$ cat src/rtl/mul_div_unit_pkg.sv
// Shared definitions for the iterative RV32M multiply/divide unit:
// funct3 operation codes and the controller state encoding.
package core_pkg;

    localparam logic [2:0] MD_MUL    = 3'b000;
    localparam logic [2:0] MD_MULH   = 3'b001;
    localparam logic [2:0] MD_MULHSU = 3'b010;
    localparam logic [2:0] MD_MULHU  = 3'b011;
    localparam logic [2:0] MD_DIV    = 3'b100;
    localparam logic [2:0] MD_DIVU   = 3'b101;
    localparam logic [2:0] MD_REM    = 3'b110;
    localparam logic [2:0] MD_REMU   = 3'b111;

    typedef enum logic [1:0] {
        IDLE,
        CALC,
        FIN
    } md_state_e;

endpackage

$ cat src/rtl/mul_div_unit_if.sv
// Request/result bundle between the core controller (master) and the
// multiply/divide unit (slave).
interface mul_div_unit_if #(
    parameter int width = 32
);

    logic             start;
    logic [2:0]       funct3;
    logic [width-1:0] src_a;
    logic [width-1:0] src_b;
    logic             busy;
    logic             done;
    logic [width-1:0] result;

    modport master (
        output start, funct3, src_a, src_b,
        input  busy, done, result
    );

    modport slave (
        input  start, funct3, src_a, src_b,
        output busy, done, result
    );

endinterface

$ cat src/rtl/mul_div_unit_negate.sv
// Conditional two's-complement negation, used both to form operand
// magnitudes and to restore the sign of the final result.
module md_negate #(
    parameter int width = 32
) (
    input  logic [width-1:0] value_i,
    input  logic             neg_i,
    output logic [width-1:0] value_o
);

    assign value_o = neg_i ? ((~value_i) + width'(1)) : value_i;

endmodule

$ cat src/rtl/mul_div_unit.sv
// Iterative radix-2 RV32M multiply/divide unit: shift-add multiply and
// restoring divide share one hi/lo shift datapath, one bit per cycle.
module mul_div_unit
    import core_pkg::*;
#(
    parameter int width = 32
) (
    input  logic           clk,
    input  logic           rst,
    mul_div_unit_if.slave  bus
);

    localparam int CW = $clog2(width) + 1;
    localparam logic [width-1:0] MIN_NEG = {1'b1, {(width-1){1'b0}}};

    md_state_e        state_q;
    logic [2:0]       op_q;
    logic             signA_q;
    logic             signB_q;
    logic [width-1:0] magB_q;
    logic [width-1:0] hi_q;
    logic [width-1:0] lo_q;
    logic [width-1:0] result_q;
    logic [CW-1:0]    cnt_q;
    logic             busy_q;
    logic             done_q;

    logic [width-1:0] hi_d;
    logic [width-1:0] lo_d;

    logic             aSigned;
    logic             bSigned;
    logic             signAIn;
    logic             signBIn;
    logic [width-1:0] magAIn;
    logic [width-1:0] magBIn;
    logic             isSpecial;
    logic [width-1:0] specialRes;

    logic [2*width-1:0] prodFix;
    logic [width-1:0]   quoFix;
    logic [width-1:0]   remFix;
    logic [width-1:0]   finalRes;

    logic [width:0]     mulSum;
    logic [width:0]     divShift;

    always_comb begin
        aSigned = (bus.funct3 == MD_MULH) || (bus.funct3 == MD_MULHSU) ||
                  (bus.funct3 == MD_DIV)  || (bus.funct3 == MD_REM);
        bSigned = (bus.funct3 == MD_MULH) || (bus.funct3 == MD_DIV) ||
                  (bus.funct3 == MD_REM);
        signAIn = aSigned && bus.src_a[width-1];
        signBIn = bSigned && bus.src_b[width-1];
    end

    md_negate #(.width(width)) uNegA (
        .value_i (bus.src_a),
        .neg_i   (signAIn),
        .value_o (magAIn)
    );

    md_negate #(.width(width)) uNegB (
        .value_i (bus.src_b),
        .neg_i   (signBIn),
        .value_o (magBIn)
    );

    // Divide-by-zero and signed overflow bypass the iteration entirely.
    always_comb begin
        isSpecial  = 1'b0;
        specialRes = '0;
        if (bus.funct3[2] && (bus.src_b == '0)) begin
            isSpecial  = 1'b1;
            specialRes = bus.funct3[1] ? bus.src_a : '1;
        end else if (((bus.funct3 == MD_DIV) || (bus.funct3 == MD_REM)) &&
                     (bus.src_a == MIN_NEG) && (bus.src_b == '1)) begin
            isSpecial  = 1'b1;
            specialRes = bus.funct3[1] ? '0 : bus.src_a;
        end
    end

    // lo holds multiplier/dividend; magB is addend/divisor.
    always_comb begin
        mulSum   = {1'b0, hi_q} + (lo_q[0] ? {1'b0, magB_q} : '0);
        divShift = {hi_q, lo_q[width-1]};
        hi_d     = hi_q;
        lo_d     = lo_q;
        if (op_q[2]) begin
            if (divShift >= {1'b0, magB_q}) begin
                hi_d = divShift[width-1:0] - magB_q;
                lo_d = {lo_q[width-2:0], 1'b1};
            end else begin
                hi_d = divShift[width-1:0];
                lo_d = {lo_q[width-2:0], 1'b0};
            end
        end else begin
            hi_d = mulSum[width:1];
            lo_d = {mulSum[0], lo_q[width-1:1]};
        end
    end

    md_negate #(.width(2*width)) uNegProd (
        .value_i ({hi_d, lo_d}),
        .neg_i   (signA_q ^ signB_q),
        .value_o (prodFix)
    );

    md_negate #(.width(width)) uNegQuo (
        .value_i (lo_d),
        .neg_i   (signA_q ^ signB_q),
        .value_o (quoFix)
    );

    md_negate #(.width(width)) uNegRem (
        .value_i (hi_d),
        .neg_i   (signA_q),
        .value_o (remFix)
    );

    always_comb begin
        finalRes = '0;
        case (op_q)
            MD_MUL:                         finalRes = prodFix[width-1:0];
            MD_MULH, MD_MULHSU, MD_MULHU:   finalRes = prodFix[2*width-1:width];
            MD_DIV, MD_DIVU:                finalRes = quoFix;
            default:                        finalRes = remFix;
        endcase
    end

    // The corrected result is registered on the edge into FIN so that
    // result and done are both valid throughout the FIN cycle.
    always_ff @(posedge clk) begin
        if (rst) begin
            state_q  <= IDLE;
            op_q     <= '0;
            signA_q  <= 1'b0;
            signB_q  <= 1'b0;
            magB_q   <= '0;
            hi_q     <= '0;
            lo_q     <= '0;
            result_q <= '0;
            cnt_q    <= '0;
            busy_q   <= 1'b0;
            done_q   <= 1'b0;
        end else begin
            done_q <= 1'b0;
            case (state_q)
                IDLE: begin
                    if (bus.start) begin
                        op_q    <= bus.funct3;
                        signA_q <= signAIn;
                        signB_q <= signBIn;
                        magB_q  <= magBIn;
                        hi_q    <= '0;
                        lo_q    <= magAIn;
                        busy_q  <= 1'b1;
                        if (isSpecial) begin
                            result_q <= specialRes;
                            done_q   <= 1'b1;
                            cnt_q    <= '0;
                            state_q  <= FIN;
                        end else begin
                            cnt_q   <= CW'(width);
                            state_q <= CALC;
                        end
                    end
                end
                CALC: begin
                    hi_q  <= hi_d;
                    lo_q  <= lo_d;
                    cnt_q <= cnt_q - CW'(1);
                    if (cnt_q == CW'(1)) begin
                        result_q <= finalRes;
                        done_q   <= 1'b1;
                        state_q  <= FIN;
                    end
                end
                FIN: begin
                    busy_q  <= 1'b0;
                    state_q <= IDLE;
                end
                default: begin
                    busy_q  <= 1'b0;
                    state_q <= IDLE;
                end
            endcase
        end
    end

    assign bus.busy   = busy_q;
    assign bus.done   = done_q;
    assign bus.result = result_q;

endmodule

$ cat src/flat_wrapper.sv
// flat-port wrapper written by rule: the top's interface ports become plain ports
module mul_div_unit_flat import core_pkg::*;
#(
    parameter int width = 32
)
  (clk, rst, bus_start, bus_funct3, bus_src_a, bus_src_b, bus_busy, bus_done, bus_result);
  mul_div_unit_if #(.width(width)) bus_i ();
  input  logic clk;
  input  logic rst;
  input wire logic [$bits(bus_i.start)-1:0] bus_start;
  input wire logic [$bits(bus_i.funct3)-1:0] bus_funct3;
  input wire logic [$bits(bus_i.src_a)-1:0] bus_src_a;
  input wire logic [$bits(bus_i.src_b)-1:0] bus_src_b;
  output wire logic [$bits(bus_i.busy)-1:0] bus_busy;
  output wire logic [$bits(bus_i.done)-1:0] bus_done;
  output wire logic [$bits(bus_i.result)-1:0] bus_result;
  assign bus_i.start = bus_start;
  assign bus_i.funct3 = bus_funct3;
  assign bus_i.src_a = bus_src_a;
  assign bus_i.src_b = bus_src_b;
  assign bus_busy = bus_i.busy;
  assign bus_done = bus_i.done;
  assign bus_result = bus_i.result;
  mul_div_unit #(.width(width)) u_core (.clk(clk), .rst(rst), .bus(bus_i));
endmodule
$ cat config.mk
export PLATFORM = sky130hd
export DESIGN_NAME = mul_div_unit_flat
export DESIGN_NICKNAME = d
export VERILOG_FILES = /design/src/rtl/mul_div_unit_pkg.sv /design/src/rtl/mul_div_unit_if.sv /design/src/rtl/mul_div_unit_negate.sv /design/src/rtl/mul_div_unit.sv /design/src/flat_wrapper.sv
export SDC_FILE = /design/constraint.sdc
export NUM_CORES = 1
export LEC_CHECK = 0
export CORE_ASPECT_RATIO = 0.9
export CORE_MARGIN = 3
export CORE_UTILIZATION = 55
export CTS_CLUSTER_DIAMETER = 40
export DETAILED_ROUTE_END_ITERATION = 8
export DONT_BUFFER_PORTS = 1
export HOLD_SLACK_MARGIN = 0.02
export PLACE_DENSITY_LB_ADDON = 0.05
export SYNTH_ARGS = -nofsm -noshare
export SYNTH_HDL_FRONTEND = slang
export SYNTH_HIERARCHICAL = 1
export SYNTH_SLANG_ARGS = --single-unit
$ cat constraint.sdc
create_clock -name clk -period 13.6 [get_ports clk]
set_clock_uncertainty 0.05 [all_clocks]
set_input_delay 2.04 -clock clk [delete_from_list [all_inputs] [get_ports clk]]
set_output_delay 2.04 -clock clk [all_outputs]
set_load 0.03 [all_outputs]
### Word-level counts from Yosys, hierarchy flattened

Index checks and enable logic that the tools add are counted.

* flip-flop bits (word level): 143
* word-level logic and storage cells: 103
* output and inout port bits: 34

* bitwise operators: 7
* multiplexer cells: 38
* reductions and logical operators: 22
* $add $sub $neg: 8
* equality and inequality tests: 16
* order comparisons: 1

Operators with widths (number)
* 32-bit two-way mux: 17
* 32-bit case mux with 2 select lines: 3
* 32-bit by 1-bit adder with 32-bit output, second input constant: 4
* 32-bit inverter: 4
* 32-bit case mux with 3 select lines: 1
* 64-bit by 1-bit adder with 64-bit output, second input constant: 1
* 32-bit == test, second input constant: 2
* 64-bit two-way mux: 1
* 64-bit inverter: 1
* 32-bit by 33-bit adder with 33-bit output: 1
* 33-bit by 32-bit >= comparator with 1-bit output: 1
* 32-bit zero test: 1
* 32-bit subtractor: 1
* 3-bit == test, second input constant: 4
* 6-bit two-way mux: 2
* 6-bit case mux with 2 select lines: 1
* 3-bit by 2-bit == test with 1-bit output, second input constant: 3
* 2-bit AND reduction: 4
* 1-bit two-way mux: 7
* 3-bit by 1-bit == test with 1-bit output, second input constant: 2
* 6-bit by 1-bit == test with 1-bit output, second input constant: 1
* 1-bit logical OR: 6
* 2-bit two-way mux: 3
* 6-bit by 1-bit subtractor with 6-bit output, second input constant: 1
* other kinds (14): 20

### Longest topological paths before layout

Gate-level depths: netlist of run 1.

* depth after elaboration: 9
* gate-level depth with buffers: 23
* depth with buffers taken out: 21

### By module

Netlist of run 1, hierarchy kept.

Modules (own cells, without submodules)
* mul_div_unit: area an instance 11202.0 um2, instances 1, cells an instance 1486
* md_negate (u_core.uNegA ...): area an instance 777.0 um2, instances 4, cells an instance 99
* md_negate (u_core.uNegProd): area an instance 1530.2 um2, instances 1, cells an instance 197

### Least setup slack after synthesis of run 1

OpenSTA, ideal clock, no wires.

* path kind: register to register
* start point: register u_core.magB_q[4]
* end point: register u_core.result_q[28] (netlist: u_core/bus.result[28])
* setup slack: 8.392 ns
* library setup time: 0.091 ns
* cell stages (with the launch flop): 23
* buffers on the path: 2
* data arrival time: 5.067 ns
* cell sequence: dfxtp_1 inv_1 ha_1 a21o_1 a31o_1 or2_1 a41o_1 nor2_1 o21ai_1 o32a_1 buf_4 mux2_1 nand2_1 o21ai_0 or4_4 nand2b_4 or4_1 buf_2 o31ai_1 xnor2_1 o221a_2 o21ai_0 a311oi_1

* word-level cells in the longest chain between the ends: 9

Ends and longest elaborated chain
* start, declared: RTL line mul_div_unit.sv:20 `logic [width-1:0] magB_q;`
* start signal, assigned: RTL line mul_div_unit.sv:154 `magB_q <= magBIn;`
* 32-bit two-way mux (tied with other cells): RTL line mul_div_unit.sv:85 `mulSum = {1'b0, hi_q} + (lo_q[0] ? {1'b0, magB_q} : '0);`
* 32-bit by 33-bit adder with 33-bit output or 32-bit two-way mux (tied branches): RTL line mul_div_unit.sv:85, mul_div_unit.sv:90
* 32-bit two-way mux *: RTL line mul_div_unit.sv:89 `if (op_q[2]) begin`
* named net u_core.hi_d[17]: RTL line mul_div_unit.sv:28 `logic [width-1:0] hi_d;`
* 64-bit inverter *: RTL line mul_div_unit_negate.sv:11 `assign value_o = neg_i ? ((~value_i) + width'(1)) : value_i;`
* 64-bit by 1-bit adder with 64-bit output *: RTL line mul_div_unit_negate.sv:11
* 64-bit two-way mux *: RTL line mul_div_unit_negate.sv:11
* named net u_core.prodFix[60]: RTL line mul_div_unit.sv:40 `logic [2*width-1:0] prodFix;`
* 32-bit case mux with 3 select lines *: RTL line mul_div_unit.sv:123 `case (op_q)`
* 32-bit two-way mux *: RTL line mul_div_unit.sv:173 `if (cnt_q == CW'(1)) begin`
* 32-bit case mux with 2 select lines *: RTL line mul_div_unit.sv:148 `case (state_q)`
* end signal, assigned: RTL line mul_div_unit.sv:159 `result_q <= specialRes;`
* end signal, assigned: RTL line mul_div_unit.sv:174 `result_q <= finalRes;`
* end, declared: RTL line mul_div_unit.sv:23 `logic [width-1:0] result_q;`

Mark *: on every way through the listed nets, which the timed path passes. The rest lies on a longest branch. The select of a mux whose other input is x is not followed.
A chain may end at the register's enable or synchronous reset.

### Final worst setup path of run 1

* start point: register u_core.magB_q[12]
* end point: register u_core.result_q[26] (netlist: u_core/bus.result[26])

* word-level cells in the longest chain between the ends: 9

Ends and longest elaborated chain
* 33-bit by 32-bit >= comparator with 1-bit output: RTL line mul_div_unit.sv:90 `if (divShift >= {1'b0, magB_q}) begin`
* 32-bit two-way mux: RTL line mul_div_unit.sv:90
* 32-bit two-way mux: RTL line mul_div_unit.sv:89
* named net u_core.hi_d[8]: RTL line mul_div_unit.sv:28
* 64-bit inverter: RTL line mul_div_unit_negate.sv:11
* 64-bit by 1-bit adder with 64-bit output: RTL line mul_div_unit_negate.sv:11
* 64-bit two-way mux: RTL line mul_div_unit_negate.sv:11
* named net u_core.prodFix[58]: RTL line mul_div_unit.sv:40
* 32-bit case mux with 3 select lines: RTL line mul_div_unit.sv:123
* 32-bit two-way mux: RTL line mul_div_unit.sv:173
* 32-bit case mux with 2 select lines: RTL line mul_div_unit.sv:148

The timed path passes the listed nets, and every way through them passes these cells. The select of a mux whose other input is x is not followed.

==> impl_metrics.csv, run 1 <==
group,metric,value,unit
timing,rsz0062_at_grt,"false",
global_route,globalRoute.totalOverflow,0,
final_layout,area_growth,4.79,%
global_route,track_usage,34.7,%
floorplanning,start_util,56.3,%
detailed_routing,drt-vias-per-instance,6.85,
detailed_routing,detail_route.wirelength,55300,um
floorplanning,num_io_pins,104,
final_layout,nNetsFinal,2140,
detailed_routing,via_count,16200,
timing,relSlewSlack,21.9,%
global_route,grt_max_degree,116,
detailed_routing,drt_iter0_markers,2055,
logic_synthesis,synth_flop_cell,"dfxtp_1",
floorplanning,fp-row-count,58,
setup_path,r2r-start,"u_core/magB_q[12]",
min_path,min_from,"u_core/magB_q[6]",
logic_synthesis,ys_warn_count,6,
logic_synthesis,synthArstFlopShare,0,%
job,maxCapViolations,0,
logic_synthesis,ys_ff_latch,143,
final_layout,final_area,16600,um^2
logic_synthesis,synth_top_family_by_area,"compound AO/OA/AOI/OAI gates",
floorplanning,dieArea,30900,um^2
min_path,min_path_type,"flop to flop",
cts,cts_buffer_depth,2,
pwr,fin_total_pwr,1780,uW
setup_path,cp_max_fo,30,
cts,clock_sinks,143,
detailed_routing,drc,0,
logic_synthesis,avgSynthCellArea,7.62,um^2
placed_design,place_area,16000,um^2
timing,finalCriticalPeriod,6390,ps
setup_path,cp-startpoint,"u_core/magB_q[12]",
timing,setup_viol,0,
placed_design,place.gp.congestion,0.987,
timing,finalSetupTns,0,ps
floorplanning,die_w,185,um
logic_synthesis,synthSimpleGateAreaFrac,22.0,%
floorplanning,die_y,167,um
cts,clk_latency,450,ps
logic_synthesis,synth_edf_count,0,
logic_synthesis,synth_cells,2079,
pwr,power.density,107,nW/um^2
timing,tightest_slew,1170,ps
pwr,leakage,0.00587,uW
pwr,ir_drop,99.1,uV
detailed_routing,firstDrtPassIters,6,
setup_path,cp-end-kind,"flop",
timing,hold_viol,0,
logic_synthesis,synthAdderAreaFrac,5.86,%
timing,max_freq,0.157,GHz
setup_path,start_kind,"flop",
cts,post_cts_buffers,0,
timing,holdWs,411,ps
cts,cts_tree,"done",
timing,slew_viol_final,0,
logic_synthesis,yosysSeqAreaShare,18.1,%
setup_path,crit_required,13890,ps
placed_design,dp_hpwl,40300,um
cts,cts-root-buf,"clkbuf_16",
timing,finalCritPeriodShare,47.0,%
logic_synthesis,synth_cell_type_count,92,
global_route,grt_pass1_vias,14700,
logic_synthesis,synth-compound-area-share,30.5,%
final_layout,n_antenna_cell,0,
logic_synthesis,synth_xor_xnor_area_share,13.2,%
setup_path,critical_path_class,"flop to flop",
floorplanning,core_area,28200,um^2
cts,cts_resized,0,
detailed_routing,wl_per_cell,23.3,um
cts,clk_pin_slew,80,ps
outcome,status,"completed",
logic_synthesis,syn_area,15800,um^2
final_layout,drive_above_1_share,10.6,%
logic_synthesis,synthMuxAreaShare,4.33,%
logic_synthesis,syn_nets,2222,
placed_design,io_buffers,0,
setup_path,arrival,6680,ps
global_route,antenna_found_initial,0,
cts,cts_hold_buffers,0,
cts,cts_buffers,17,
global_route,grt_pass1_wl,85700,um
cts,htreeDepth,4,
detailed_routing,ant_nets,0,
-- layer usage --
metal | global-route usage, % | vias up | share of wire [%]
li1 | - | 7489 | -
met1 | 53.2 | 7753 | 45
met2 | 48.7 | 904 | 40
met3 | 7.86 | 89 | 12
met4 | 8.45 | 0 | 2.2
met5 | 0 | - | 0
-- final timing paths --
path,endpoint,slack [ps],depth (start not counted)
min,u_core/magB_q[6],410,2
min reg2reg,u_core/magB_q[6],410,2
max,u_core/bus.result[26],7210,19
max reg2reg,u_core/bus.result[26],7210,19
-- area by class of cell --
cell class              count  area [um^2]
multi-input cells        1705        12100
flip-flops and latches    143         2870
fillers                  2680        11600
repair buffers             30          225
clock inverters            15          184
well taps                 360          450
inverters                 100          375
clock buffers              17          425
-- sequential cells by signal, indices dropped and copies added, names as in the netlist --
register           count
u_core/bus.done        1
u_core/bus.result     32
u_core/lo_q           32
u_core/state_q         2
u_core/op_q            3
u_core/magB_q         32
u_core/signA_q         1
u_core/hi_q           32
u_core/cnt_q           6
u_core/bus.busy        1
u_core/signB_q         1
-- metrics by stage --
stage / setup WS, ps / utilization (%) / instances
final: 7210 / 58.9 / 2370
after floorplan: 8390 / - / 2079
after CTS: 7390 / 58.9 / 2370
after global routing: 6720 / 58.9 / 2370
after global placement: 7550 / 56.8 / 2338
after detailed placement: 7430 / 56.8 / 2338
-- cells by family after synthesis --
family / count (synthesis)
AOI/OAI and AO/OA: 688
xor gates and xnor gates: 239
adders and majority gates: 73
buffers and inverters: 231
DFF: 143
muxes: 64
and+or+nand+nor: 641
-- critical path, stage by stage (launching register included) --
cell and delay, ps:
dfxtp_1 350, inv_1 50, ha_1 430, nand3_1 130, nor3_1 330, nand3_1 120
o41ai_1 390, a21oi_1 120, o21ai_1 160, o32a_2 800, mux2i_1 270, a21oi_1 120
nor4_1 970, nand3_1 170, or4_1 690, o31ai_1 370, xnor2_1 160, o221a_2 200
o21ai_0 70, a311oi_1 280
-- synthesized netlist by cell type (all sizes together), types with 15 or more instances --
master | instances | area share, %
nor4 | 47 | 3.5
o221a | 32 | 2.3
a311oi | 32 | 1.8
nand2 | 220 | 5.2
a21oi | 188 | 6.0
nor2b | 15 | 0.59
buf | 43 | 1.6
nand2b | 28 | 1.2
ha | 71 | 5.6
o31ai | 56 | 2.8
nand3 | 32 | 1.0
xnor2 | 216 | 12
o21ai | 157 | 5.0
a22oi | 34 | 1.6
nand4 | 37 | 1.6
nor2 | 125 | 3.0
o41ai | 51 | 3.9
mux2i | 28 | 1.8
clkbuf | 88 | 2.1
inv | 100 | 2.4
and2 | 36 | 1.4
dfxtp | 143 | 18
mux2 | 36 | 2.6
xor2 | 23 | 1.3
nor3 | 28 | 0.92
a21o | 21 | 1.0
a22o | 28 | 1.5
or3 | 18 | 0.71
-- cells in the final DEF, fill, tap and decap left out, drive strengths merged, types with 37 or more instances in the layout --
| cell type | n |
|---|---|
| ha | 71 |
| nand2 | 220 |
| nor4 | 47 |
| nand4 | 37 |
| xnor2 | 216 |
| a21oi | 188 |
| o31ai | 56 |
| nor2 | 125 |
| inv | 104 |
| dfxtp | 143 |
| o41ai | 51 |
| o21ai | 157 |
-- where the power goes --
part / switching, uW / internal, uW / total (uW) / leakage (uW)
combinational: 478 / 289 / 767 / 0.00441
clock: 220 / 291 / 511 / 0.000291
sequential: 51.8 / 451 / 503 / 0.00117
total: 750 / 1030 / 1780 / 0.00587
(Power assumes the default switching activity.)
==> inputs of run 2 (changes only) <==
Clock period 13.6 ns to 6.5 ns, I/O delays scaled along.
==> run 2 against run 1 <==
Against the previous run:
- register-to-register slack got worse by 6900 ps
- largest cell class unchanged
- final area increased by 1.2%
- first-iteration DRC count decreased by 11%
- combinational power increased by 110%
- non-clock buffer count increased by 20
- via count decreased by 0.87%
- highest routed layer is now met5
==> impl_metrics.csv, run 2 (synthesis gave the netlist of run 1 again) <==
group,metric,value,unit
detailed_routing,ant_nets,0,
cts,cts_buffers,17,
pwr,p_switching,1580,uW
setup_path,crit_cells,19,
detailed_routing,via_count,16100,
global_route,grt_max_degree,116,
setup_path,cp-end-kind,"flop",
pwr,power.density,227,nW/um^2
floorplanning,start_util,56.3,%
timing,fin_ws,330,ps
setup_path,rr_worst_depth,19,
placed_design,io_buffers,0,
final_layout,final_core_util,59.7,%
cts,clock_sinks,143,
detailed_routing,drt-vias-per-instance,6.73,
timing,setup_viol,0,
global_route,grt_pass1_wl,86800,um
setup_path,cp_slowest_stage_delay,740,ps
timing,finalSetupTns,0,ps
global_route,antenna_found_initial,3,
detailed_routing,detail_route.wirelength,56200,um
setup_path,crit_required,6780,ps
floorplanning,dieArea,30900,um^2
floorplanning,die_w,185,um
final_layout,layout_commonest_cell,"nand2_1",
setup_path,arrival,6450,ps
cts,cts-root-buf,"clkbuf_16",
cts,clk_pin_slew,70,ps
floorplanning,fp-row-count,58,
outcome,status,"completed",
detailed_routing,drt_iter0_markers,1836,
min_path,min_path_type,"flop to flop",
pwr,pwr-share-comb,42.7,%
global_route,track_usage,35.5,%
detailed_routing,drc,0,
setup_path,cp_cell_sequence,"inv_1 -> ha_1 -> nand4_1 -> nor3_1 -> nand3_1 -> o41ai_1 -> a21oi_1 -> o21ai_1 -> o32a_2 -> mux2i_1 -> a21oi_1 -> nor4_1 -> and4b_1 -> nand2b_1 -> o41ai_1 -> xnor2_1 -> o221a_2 -> o21ai_0 -> a311oi_1",
final_layout,n_antenna_cell,0,
timing,tightest_slew,1200,ps
timing,rsz0062_at_grt,"false",
timing,relSlewSlack,19.9,%
cts,cts_buffer_depth,2,
floorplanning,core_area,28200,um^2
pwr,leakage,0.00600,uW
setup_path,worst-path-buf-inv,1,
cts,cts_tree,"done",
detailed_routing,wl_per_cell,23.5,um
pwr,seqPwrFrac,27.7,%
timing,slew_viol_final,0,
global_route,globalRoute.totalOverflow,0,
setup_path,cp_max_fo,19,
placed_design,place.gp.congestion,0.972,
timing,holdWs,417,ps
cts,htreeDepth,4,
setup_path,critical_path.slowest_cell,"nor4_1",
setup_path,start_kind,"flop",
final_layout,fill_cells,2716,
timing,finalCritPeriodShare,94.9,%
pwr,internal_power,2240,uW
job,maxCapViolations,0,
timing,hold_viol,0,
cts,clk_latency,440,ps
floorplanning,num_io_pins,104,
timing,max_freq,0.162,GHz
placed_design,dp_hpwl,42300,um
timing,finalCriticalPeriod,6170,ps
detailed_routing,firstDrtPassIters,7,
final_layout,nNetsFinal,2160,
placed_design,place_ws,341,ps
setup_path,critical_path_class,"flop to flop",
pwr,switching_share,41.4,%
final_layout,drive_above_1_share,11.5,%
setup_path,cp_top_family,"compound AO/OA/AOI/OAI gates",
pwr,power_frac_clock,29.6,%
min_path,hold_depth,2,
final_layout,area_growth,6.08,%
cts,post_cts_buffers,0,
floorplanning,die_y,167,um
global_route,grt_pass1_vias,14800,
pwr,ir_drop,198,uV
final_layout,final_cell_mix,"218 x nand2_1, 216 x xnor2_1, 187 x a21oi_1, 141 x dfxtp_1, 122 x nor2_1",
[run 2: cell count changes in the layout (fill, tap and decap cells not counted)]
| cell | before | now |
|---|---|---|
| dfxtp_2 | 0 | 1 |
| bufinv_16 | 3 | 4 |
| buf_12 | 0 | 1 |
| nand2_2 | 3 | 2 |
| nand2_1 | 217 | 218 |
| clkinvlp_4 | 3 | 1 |
| dfxtp_1 | 142 | 141 |
| buf_4 | 30 | 49 |
| inv_8 | 0 | 1 |
| clkinv_2 | 2 | 0 |
| clkbuf_8 | 0 | 2 |
[run 2: layer usage]
layer / vias up / share of wire, % / global-route usage, % / wire, um
met5: - / 0.055 / 0 / 31
met3: 101 / 12 / 10.9 / 6630
met1: 7612 / 46 / 52.9 / 25700
met2: 847 / 40 / 48.5 / 22300
met4: 6 / 2.8 / 10.3 / 1570
li1: 7527 / - / - / -
[run 2: metrics by stage]
| step | total power [uW] | cells | cell area [um^2] |
|---|---|---|---|
| 6_report | 3820 | 2390 | 16800 |
| 5_1_grt | 4000 | 2390 | 16800 |
| 4_1_cts | 3770 | 2390 | 16800 |
| 3_5_place_dp | 2650 | 2358 | 16100 |
| 3_3_place_gp | 2640 | 2358 | 16100 |
| 2_1_floorplan | 2260 | 2079 | 15800 |
[run 2: worst min-delay path: stages, from the launching register on]
cell and delay [ps]:
dfxtp_1 320, nand2_1 50, a21oi_1 50
[run 2: path summary, 6_finish.rpt]
check / start / slack, ps / to
worst min-delay path: u_core/magB_q[7] / 420 / u_core/magB_q[7]
worst min register to register: u_core/magB_q[7] / 420 / u_core/magB_q[7]
worst max-delay path: u_core/magB_q[17] / 330 / u_core/bus.result[16]
worst max register to register: u_core/magB_q[17] / 330 / u_core/bus.result[16]
[run 2: layout make-up]
type / instances / area, um^2 / area share [%]
timing repair buffer: 50 / 388 / 2.31
tap: 360 / 450 / 2.68
clock inverter: 13 / 200 / 1.19
inverter: 100 / 375 / 2.23
sequential: 143 / 2870 / 17.1
multi-input combinational: 1705 / 12100 / 71.8
clock buffer: 19 / 453 / 2.70
[run 2: power groups by stage]
stage / Clock, uW / Sequential (uW) / Combinational, uW
5_1_grt: 1170 / 1070 / 1760
6_report: 1130 / 1060 / 1630
3_5_place_dp: 0 / 1080 / 1580
4_1_cts: 1130 / 1060 / 1590
2_1_floorplan: 0 / 1040 / 1220
3_3_place_gp: 0 / 1070 / 1570
[run 2: what timing repair did]
item | CTS | global route
gates resized for setup | 0 | 1
endpoints found under the hold margin | 0 | 0
setup endpoints to repair | 0 | 2
hold buffers | 0 | 0
